--- src/rtl/spi_arbiter.sv ---
// Round-robin arbiter that lets NUM_REQ requesters share one SPI engine.
// It issues one byte per transfer, then returns the received byte with a done pulse, or an err pulse on timeout.
module spi_arbiter #(
    parameter int unsigned NUM_REQ = 4,
    parameter int unsigned TIMEOUT = 16
) (
    input  logic                   clk,
    input  logic                   rst,
    input  logic [NUM_REQ-1:0]     req,
    input  logic [NUM_REQ*8-1:0]   req_data,
    output logic [NUM_REQ-1:0]     grant,
    output logic [NUM_REQ-1:0]     done,
    output logic [NUM_REQ-1:0]     err,
    output logic [7:0]             rdata,
    output logic [7:0]             spi_data_in,
    output logic                   spi_ready_send,
    input  logic                   spi_busy,
    input  logic [7:0]             spi_data_out
);

    localparam int unsigned IW = $clog2(NUM_REQ);
    localparam int unsigned CW = 8;

    typedef enum logic [1:0] {
        IDLE  = 2'd0,
        ISSUE = 2'd1,
        BUSY  = 2'd2
    } state_t;

    state_t               state, state_n;
    logic [IW-1:0]        ptr, ptr_n;
    logic [IW-1:0]        own, own_n;
    logic [CW-1:0]        cnt, cnt_n;
    logic [NUM_REQ-1:0]   grant_n, done_n, err_n;
    logic [7:0]           rdata_n, spi_data_in_n;
    logic                 spi_ready_send_n;

    logic                 win_found;
    int unsigned          win_sel;
    int unsigned          cand;

    // Round-robin search starting just above the last owner, wrapping modulo NUM_REQ
    always_comb begin
        win_found = 1'b0;
        win_sel   = 0;
        cand      = 0;
        for (int unsigned i = 1; i <= NUM_REQ; i++) begin
            cand = (32'(ptr) + i) % NUM_REQ;
            if (!win_found && req[cand]) begin
                win_found = 1'b1;
                win_sel   = cand;
            end
        end
    end

    always_comb begin
        state_n          = state;
        ptr_n            = ptr;
        own_n            = own;
        cnt_n            = cnt;
        grant_n          = grant;
        done_n           = '0;
        err_n            = '0;
        rdata_n          = rdata;
        spi_data_in_n    = spi_data_in;
        spi_ready_send_n = spi_ready_send;

        case (state)
            IDLE: begin
                if (win_found && !spi_busy) begin
                    own_n            = IW'(win_sel);
                    grant_n          = NUM_REQ'(1) << win_sel;
                    spi_data_in_n    = req_data[8*win_sel +: 8];
                    spi_ready_send_n = 1'b1;
                    cnt_n            = '0;
                    state_n          = ISSUE;
                end
            end
            ISSUE: begin
                if (spi_busy) begin
                    spi_ready_send_n = 1'b0;
                    state_n          = BUSY;
                end else if (cnt == CW'(TIMEOUT - 1)) begin
                    spi_ready_send_n = 1'b0;
                    grant_n          = '0;
                    err_n            = grant;
                    ptr_n            = own;
                    state_n          = IDLE;
                end else begin
                    cnt_n = cnt + CW'(1);
                end
            end
            BUSY: begin
                if (!spi_busy) begin
                    rdata_n = spi_data_out;
                    done_n  = grant;
                    grant_n = '0;
                    ptr_n   = own;
                    state_n = IDLE;
                end
            end
            default: begin
                state_n          = IDLE;
                grant_n          = '0;
                spi_ready_send_n = 1'b0;
            end
        endcase
    end

    // Reset parks ptr on the last index so requester 0 wins first
    always_ff @(posedge clk or posedge rst) begin
        if (rst) begin
            state          <= IDLE;
            ptr            <= IW'(NUM_REQ - 1);
            own            <= '0;
            cnt            <= '0;
            grant          <= '0;
            done           <= '0;
            err            <= '0;
            rdata          <= '0;
            spi_data_in    <= '0;
            spi_ready_send <= 1'b0;
        end else begin
            state          <= state_n;
            ptr            <= ptr_n;
            own            <= own_n;
            cnt            <= cnt_n;
            grant          <= grant_n;
            done           <= done_n;
            err            <= err_n;
            rdata          <= rdata_n;
            spi_data_in    <= spi_data_in_n;
            spi_ready_send <= spi_ready_send_n;
        end
    end

endmodule
--- config.mk ---
export PLATFORM = sky130hd
export DESIGN_NAME = spi_arbiter
export DESIGN_NICKNAME = d
export VERILOG_FILES = /design/src/rtl/spi_arbiter.sv
export SDC_FILE = /design/constraint.sdc
export NUM_CORES = 1
export LEC_CHECK = 0
export ABC_AREA = 1
export CAP_MARGIN = 15
export CORE_ASPECT_RATIO = 1.1
export CORE_MARGIN = 10
export CORE_UTILIZATION = 45
export DETAILED_ROUTE_END_ITERATION = 8
export GPL_TIMING_DRIVEN = 0
export PLACE_DENSITY = 0.78
export SLEW_MARGIN = 30
export SYNTH_ARGS = -nofsm -noshare
export SYNTH_HDL_FRONTEND = slang
export SYNTH_SLANG_ARGS = --single-unit
--- constraint.sdc ---
create_clock -name clk -period 2.2 [get_ports clk]
set_clock_uncertainty 0.15 [all_clocks]
set_input_delay 0.33 -clock clk [delete_from_list [all_inputs] [get_ports clk]]
set_output_delay 0.33 -clock clk [all_outputs]
set_load 0.1 [all_outputs]
==> results of run 1 <==
[final timing paths]
check	depth (start not counted)	to	slack, ns	from
min reg2reg	2	spi_data_in[1]	0.33	spi_data_in[1]
min in group clk	2	spi_data_in[1]	0.33	spi_data_in[1]
max	17	spi_data_in[4]	-0.05	ptr[0]
max in group asynchronous	3	ptr[1]	1.16	rst
min	2	rdata[3]	0.20	rst
max reg2reg	17	spi_data_in[4]	-0.05	ptr[0]
[placed cells by master (no fill, tap or decap), types with 2 or more instances in the layout]
cell,synthesis,layout
sky130_fd_sc_hd__nand3_1,12,9
sky130_fd_sc_hd__dlygate4sd2_1,0,29
sky130_fd_sc_hd__o21ai_0,7,6
sky130_fd_sc_hd__clkinvlp_4,0,2
sky130_fd_sc_hd__mux2_2,9,9
sky130_fd_sc_hd__nand3_4,2,4
sky130_fd_sc_hd__clkbuf_16,0,2
sky130_fd_sc_hd__nand2_1,129,105
sky130_fd_sc_hd__inv_2,3,4
sky130_fd_sc_hd__nand2_2,9,16
sky130_fd_sc_hd__buf_8,0,4
sky130_fd_sc_hd__nand2_4,3,20
sky130_fd_sc_hd__inv_1,24,21
sky130_fd_sc_hd__dfrtp_1,41,41
sky130_fd_sc_hd__nor2_2,1,2
sky130_fd_sc_hd__buf_6,5,6
sky130_fd_sc_hd__nor2_1,20,19
sky130_fd_sc_hd__a21oi_1,2,2
sky130_fd_sc_hd__inv_4,0,2
sky130_fd_sc_hd__o21ai_1,2,2
sky130_fd_sc_hd__xor2_1,5,5
sky130_fd_sc_hd__buf_4,2,14
sky130_fd_sc_hd__nand4_1,19,19
sky130_fd_sc_hd__nand3_2,2,3
sky130_fd_sc_hd__dfstp_2,2,2
sky130_fd_sc_hd__clkdlybuf4s50_1,0,46
sky130_fd_sc_hd__clkbuf_8,0,5
[critical path, cell delays in order, from the launching register on]
cell and delay (ns):
sky130_fd_sc_hd__dfstp_2 0.56, sky130_fd_sc_hd__buf_8 0.13, sky130_fd_sc_hd__clkinv_8 0.08, sky130_fd_sc_hd__buf_8 0.14, sky130_fd_sc_hd__nand2_4 0.06, sky130_fd_sc_hd__nand3_2 0.08
sky130_fd_sc_hd__nand2_2 0.10, sky130_fd_sc_hd__nand2_4 0.08, sky130_fd_sc_hd__nand2_4 0.07, sky130_fd_sc_hd__nand2_4 0.07, sky130_fd_sc_hd__buf_4 0.14, sky130_fd_sc_hd__buf_6 0.11
sky130_fd_sc_hd__nand4_1 0.07, sky130_fd_sc_hd__nand2_1 0.07, sky130_fd_sc_hd__nand2_1 0.08, sky130_fd_sc_hd__nand2_1 0.06, sky130_fd_sc_hd__nand2_1 0.05, sky130_fd_sc_hd__nand2_1 0.04
[stage by stage]
stage          instance area, µm²  hold slack [ns]  instances  utilization
6_report                     3800            0.201        489        0.713
5_1_grt                      3800            0.228        489        0.713
4_1_cts                      3400            0.210        473        0.638
3_5_place_dp                 3320            0.318        463        0.624
3_3_place_gp                 3290            0.312        462        0.618
2_1_floorplan                2450            0.303        312            -
[final cells by class]
class | count | area (µm²)
Buffer | 11 | 106
Clock buffer | 5 | 68.8
Clock inverter | 3 | 23.8
Fill cell | 411 | 1530
Inverter | 28 | 123
Multi-Input combinational cell | 230 | 1370
Sequential cell | 43 | 1080
Tap cell | 75 | 93.8
Timing Repair Buffer | 94 | 935
[layer usage]
metal  GRT usage  up-vias  part of all wire
li1            -     1193                 -
met2       0.273       63              0.57
met3      0.0278       12             0.029
met4      0.0404        0             0.017
met5           0        -                 0
met1       0.156     1153              0.38
[sequential cells by signal, indices dropped and copies added, names as in the netlist]
name,count
cnt,8
rdata,8
spi_data_in,8
done,4
err,4
grant,4
own,2
ptr,2
state,2
spi_ready_send,1
[logic make-up (layout without fill, tap and decap cells)]
logic type	Yosys count	in the layout	synth area share
XOR/XNOR	6	6	0.0245
multiplexers	9	9	0.0414
AND/OR/NAND/NOR	200	200	0.373
adder cells (fa/ha/maj)	1	1	0.00511
AO/OA/AOI/OAI	14	14	0.0342
buffers and inverters	39	141	0.0818
flip-flops	43	43	0.440
[timing repair]
item	CTS	global route
endpoints found under the hold margin	0	0
setup buffers	2	13
hold buffers	0	0
pin swaps	1	24
gates resized for setup	30	71
endpoints found under the setup margin	39	20
cloned	0	3
==> impl_results.rst, run 1 <==
.. list-table::
   :header-rows: 1

   * - Metric
     - Value
   * - Routed WL per cell
     - 15.0 µm
   * - Maximum frequency from static timing analysis
     - 0.444 GHz
   * - Place WS
     - -0.135 ns
   * - Cell chosen for the clock root
     - sky130_fd_sc_hd__clkbuf_8
   * - Highest net fanout along the worst path
     - 6
   * - Register clock-pin slew on the reported worst setup and hold paths
     - 0.09 ns
   * - GRT overflow
     - 0
   * - Pre-antenna DRT Iters
     - 4
   * - Area of the die
     - 8790 µm²
   * - Number of buffer cells added on primary ports
     - 75
   * - Cell type contributing the most total cell area after synthesis
     - sky130_fd_sc_hd__dfrtp_1
   * - Global-route wire length before repair
     - 10600 µm
   * - Nets
     - 461
   * - Pin count of the biggest net entering global routing
     - 26
   * - Count of vias placed by the detailed router
     - 2421
   * - Post-synth EDFFs
     - 0
   * - Required time at the endpoint of the critical path
     - 2.24 ns
   * - Post-detailed-route DRC marker count
     - 0
   * - Number of global-route vias before repair
     - 2223
   * - Cell types with the largest area share after synthesis
     - sky130_fd_sc_hd__dfrtp_1, sky130_fd_sc_hd__nand2_1, sky130_fd_sc_hd__nand4_1
   * - Clock buffer count from CTS
     - 5
   * - Clk sinks
     - 43
   * - YS warnings
     - 0
   * - Number of nets still failing antenna checks after routing
     - 0
   * - RSZ-0062 raised after global routing
     - true
   * - Async set or reset register ratio after synthesis
     - 1.00
   * - Die extent in x
     - 90.3 µm
   * - Period minus WS final
     - 2.25 ns
   * - Post-synthesis instance total
     - 312
   * - Core Area
     - 5330 µm²
   * - Die height
     - 97.4 µm
   * - Vias per cell
     - 4.95
   * - Latest clock arrival within the worst-skew pair
     - 0.29 ns
   * - Type of the worst min-delay path
     - primary input to async pin
   * - Setup CP Type
     - flip-flop to flip-flop
   * - Boundary Pins
     - 76
   * - Avg Inst Size Synth
     - 7.85 µm²
   * - Drt total wl
     - 7320 µm
   * - Number of maximum-capacitance constraint violations
     - 0
   * - Final estimated routing congestion in global placement
     - 0.910
   * - CP Launch Type
     - flip-flop
   * - Top-count cell post-synth
     - sky130_fd_sc_hd__nand2_1
   * - Final setup violating endpoints
     - 8
   * - Tot GR Track Use
     - 0.143
   * - Area Growth Syn to Fin
     - 55.0%
   * - Hold violation count in the final report
     - 0
   * - Number of H-tree levels
     - 2
   * - Run status
     - finished with violations
   * - Post-synthesis instance area
     - 2450 µm²
   * - Effective utilization at floorplan
     - 0.460
   * - Sequential-to-total area share from yosys stat
     - 0.440
   * - Clock tree from TritonCTS
     - yes
   * - Violations in the final reports
     - negative setup slack
   * - Critical path data arrival time
     - 2.29 ns
   * - Worst Setup Slack, final
     - -0.0517 ns
   * - Maximum root-to-sink buffer count
     - 2
   * - Normalized max-slew margin
     - 0.327
   * - Antenna violations before repair
     - 0
   * - Proportion of layout cells with a drive suffix above 1
     - 0.254
   * - Sum Neg Setup Slack
     - -0.235 ns
   * - Top flip-flop cell by instance count after synthesis
     - sky130_fd_sc_hd__dfrtp_1
   * - Number of design-rule violations left by the first detailed-router iteration
     - 121
   * - Inserted Diodes
     - 0
   * - Least-Margin Pin Slew
     - 1.01 ns
   * - Distinct cell type count after synthesis
     - 31
   * - Synth Net Count
     - 360
   * - Final worst-path cycle share
     - 1.02
   * - Type of destination of the critical path
     - flip-flop
   * - Number of pins with negative max-slew slack in the final report
     - 0
   * - Dpl hpwl
     - 5120 µm
   * - Yosys top cell area share
     - 0.419
   * - Row cnt
     - 28
   * - Commonest cells in the netlist
     - sky130_fd_sc_hd__nand2_1, sky130_fd_sc_hd__dfrtp_1, sky130_fd_sc_hd__inv_1, sky130_fd_sc_hd__nor2_1, sky130_fd_sc_hd__nand4_1
   * - #FFs+latches synth
     - 43
Power of run 1 is left out: the tool's default activity adds up to more than one toggle a clock period on the data nets, which glitch-free logic cannot reach.
==> inputs of run 2 (changes only) <==
--- a/config.mk
+++ b/config.mk
@@ -13,7 +13,6 @@
 export DETAILED_ROUTE_END_ITERATION = 8
 export GPL_TIMING_DRIVEN = 0
 export PLACE_DENSITY = 0.78
-export SLEW_MARGIN = 30
 export SYNTH_ARGS = -nofsm -noshare
 export SYNTH_HDL_FRONTEND = slang
 export SYNTH_SLANG_ARGS = --single-unit
==> run 2 against run 1 <==
Effect of this change:
- the flow now finishes without violations
- via count fell by 3.2%
- final cell count decreased by 0.82%
- sequential share of layout area rose by 1.5 points
- first-iteration DRC count grew 21%
- setup slack improved by 0.066 ns
- critical path type unchanged
==> impl_results.rst, run 2 (synthesis results as in run 1) <==
.. list-table::
   :header-rows: 1

   * - Metric
     - Value
   * - Effective utilization at floorplan
     - 0.460 (unchanged)
   * - Registers with the highest flip-flop counts
     - cnt: 8 flops, rdata: 8 flops, spi_data_in: 8 flops
   * - Cell depth of the worst flop-to-flop path
     - 14 (-3)
   * - Number of maximum-capacitance constraint violations
     - 0 (unchanged)
   * - Highest net fanout along the worst path
     - 9 (+3)
   * - Setup CP Type
     - flip-flop to flip-flop
   * - Hold violation count in the final report
     - 0 (unchanged)
   * - Number of design-rule violations left by the first detailed-router iteration
     - 147 (+21%)
   * - Type of destination of the critical path
     - flip-flop
   * - Inserted Diodes
     - 0 (unchanged)
   * - CP Launch Type
     - flip-flop
   * - Routed WL per cell
     - 14.0 µm (-6.4%)
   * - Number of buffer cells added on primary ports
     - 75 (unchanged)
   * - Buf/Inv on CP
     - 3 (-2)
   * - Proportion of layout cells with a drive suffix above 1
     - 0.212 (-0.0414)
   * - Worst Setup Slack, final
     - 0.0145 ns (+0.0662 ns)
   * - Non-filler instance count after layout
     - 485 (-0.82%)
   * - Core Area
     - 5330 µm² (unchanged)
   * - Post-detailed-route DRC marker count
     - 0 (unchanged)
   * - Dpl hpwl
     - 4980 µm (-2.6%)
   * - Drt total wl
     - 6800 µm (-7.1%)
   * - Area of the die
     - 8790 µm² (unchanged)
   * - Latest clock arrival within the worst-skew pair
     - 0.30 ns (about the same)
   * - Worst Hold Slack
     - 0.330 ns (+0.128 ns)
   * - Maximum frequency from static timing analysis
     - 0.458 GHz (+3.0%)
   * - Pin count of the biggest net entering global routing
     - 44 (+69%)
   * - Cell type group with the largest total delay on the critical path
     - simple AND/OR/NAND/NOR gates
   * - Global-route wire length before repair
     - 10600 µm (+0.79%)
   * - Largest stage delay, worst path
     - 0.56 ns (about the same)
   * - Die height
     - 97.4 µm (unchanged)
   * - Normalized max-slew margin
     - 0.334 (+0.00692)
   * - Pre-antenna DRT Iters
     - 4 (unchanged)
   * - Cell Chain, Critical Path
     - buf_8, inv_8, nand2_2, nand2_2, nand2_2, nand2_4, nor2_4, nand3_4, nand3_4, nand2_4, buf_8, nand2_4, xor2_2, nor2_2
   * - Number of pins with negative max-slew slack in the final report
     - 0 (unchanged)
   * - Cell chosen for the clock root
     - sky130_fd_sc_hd__clkbuf_8
   * - Period minus WS final
     - 2.19 ns (-0.0662 ns)
   * - # hold bufs at CTS
     - 0 (unchanged)
   * - Maximum root-to-sink buffer count
     - 2 (unchanged)
   * - Number of global-route vias before repair
     - 2234 (+0.49%)
   * - RSZ-0062 raised after global routing
     - true
   * - GRT overflow
     - 0 (unchanged)
   * - Place WS
     - -0.134 ns (+0.00108 ns)
   * - Antenna violations before repair
     - 0 (unchanged)
   * - Final setup violating endpoints
     - 0 (-8)
   * - Least-Margin Pin Slew
     - 1.00 ns (-0.0104 ns)
   * - Number of cells on the critical path
     - 14 (-3)
   * - Final worst-path cycle share
     - 0.993 (-0.0301)
   * - Leading cell type in the layout, fill and taps excluded
     - sky130_fd_sc_hd__nand2_1
   * - Number of nets still failing antenna checks after routing
     - 0 (unchanged)
   * - Required time at the endpoint of the critical path
     - 2.24 ns (about the same)
   * - Vias per cell
     - 4.83 (-2.4%)
   * - Number of placed cells counting well taps
     - 462 (-0.22%)
   * - Clock tree from TritonCTS
     - yes
   * - Register clock-pin slew on the reported worst setup and hold paths
     - 0.09 ns (about the same)
   * - Cell depth of the worst hold path
     - 2
   * - Slowest cell on crit path
     - sky130_fd_sc_hd__dfstp_2
   * - Sum Neg Setup Slack
     - 0 ns (+0.235 ns)
   * - Number of H-tree levels
     - 2 (unchanged)
   * - Nets
     - 457 (-0.87%)
   * - Tot GR Track Use
     - 0.145 (+0.00131)
   * - Die extent in x
     - 90.3 µm (unchanged)
   * - Count of vias placed by the detailed router
     - 2343 (-3.2%)
   * - Run status
     - completed
   * - Clock buffer count from CTS
     - 5 (unchanged)
   * - Area Growth Syn to Fin
     - 47.4%
   * - Clk sinks
     - 43 (unchanged)
   * - Boundary Pins
     - 76 (unchanged)
   * - Type of the worst min-delay path
     - flip-flop to flip-flop
   * - Critical path data arrival time
     - 2.23 ns (-0.06 ns)
   * - Most frequent cells in the layout
     - sky130_fd_sc_hd__nand2_1, sky130_fd_sc_hd__clkdlybuf4s50_1, sky130_fd_sc_hd__dfrtp_1
   * - Row cnt
     - 28 (unchanged)
   * - Final estimated routing congestion in global placement
     - 0.910 (unchanged)
## run 2: changes by cell type in the layout (fill, tap and decap cells not counted), sizes merged
cell and change:
buf -4, clkinv -1, inv +1
## run 2: final timing paths
check                                from        endpoint  slack [ns]
min in group asynchronous             rst          cnt[7]        0.37
max reg2reg                        ptr[0]          cnt[2]        0.01
max                                ptr[0]          cnt[2]        0.01
min                        spi_data_in[3]  spi_data_in[3]        0.33
max in group asynchronous             rst  spi_data_in[5]        0.99
min reg2reg                spi_data_in[3]  spi_data_in[3]        0.33
## run 2: worst register-to-register path, delay by kind of cell (launching register included)
kind | cells | cell delay, ns
XOR/XNOR | 1 | 0.14
buffers and inverters | 3 | 0.31
flip-flops | 1 | 0.56
AND/OR/NAND/NOR | 10 | 0.90
## run 2: final cells by class
type                    count  area [µm²]
fillers                   442        1720
multi-input cells         230        1250
flip-flops and latches     43        1080
repair buffers             90         870
inverters                  28         113
plain buffers              11         110
well taps                  75        93.8
clock buffers               5        68.8
clock inverters             3        23.8
## run 2: repair_timing
item	4_1_cts	5_1_grt
pin swaps	1	16
resized for setup	30	36
setup buffers	2	10
endpoints found under the setup margin	34	20
gates cloned	0	3
## run 2: layer usage
metal / track usage / wire length (µm) / up-vias
met5: 0 / 0 / -
met4: 0.0392 / 118 / 0
met1: 0.154 / 2670 / 1105
li1: - / - / 1184
met2: 0.277 / 3830 / 43
met3: 0.0309 / 186 / 11
## run 2: per-stage QoR
stage | util | instance area [µm²]
global placement | 0.618 | 3290
detailed placement | 0.618 | 3290
global route | 0.678 | 3610
CTS | 0.633 | 3370
floorplan | - | 2450
finish | 0.678 | 3610
Power of run 2 is left out for the same reason.
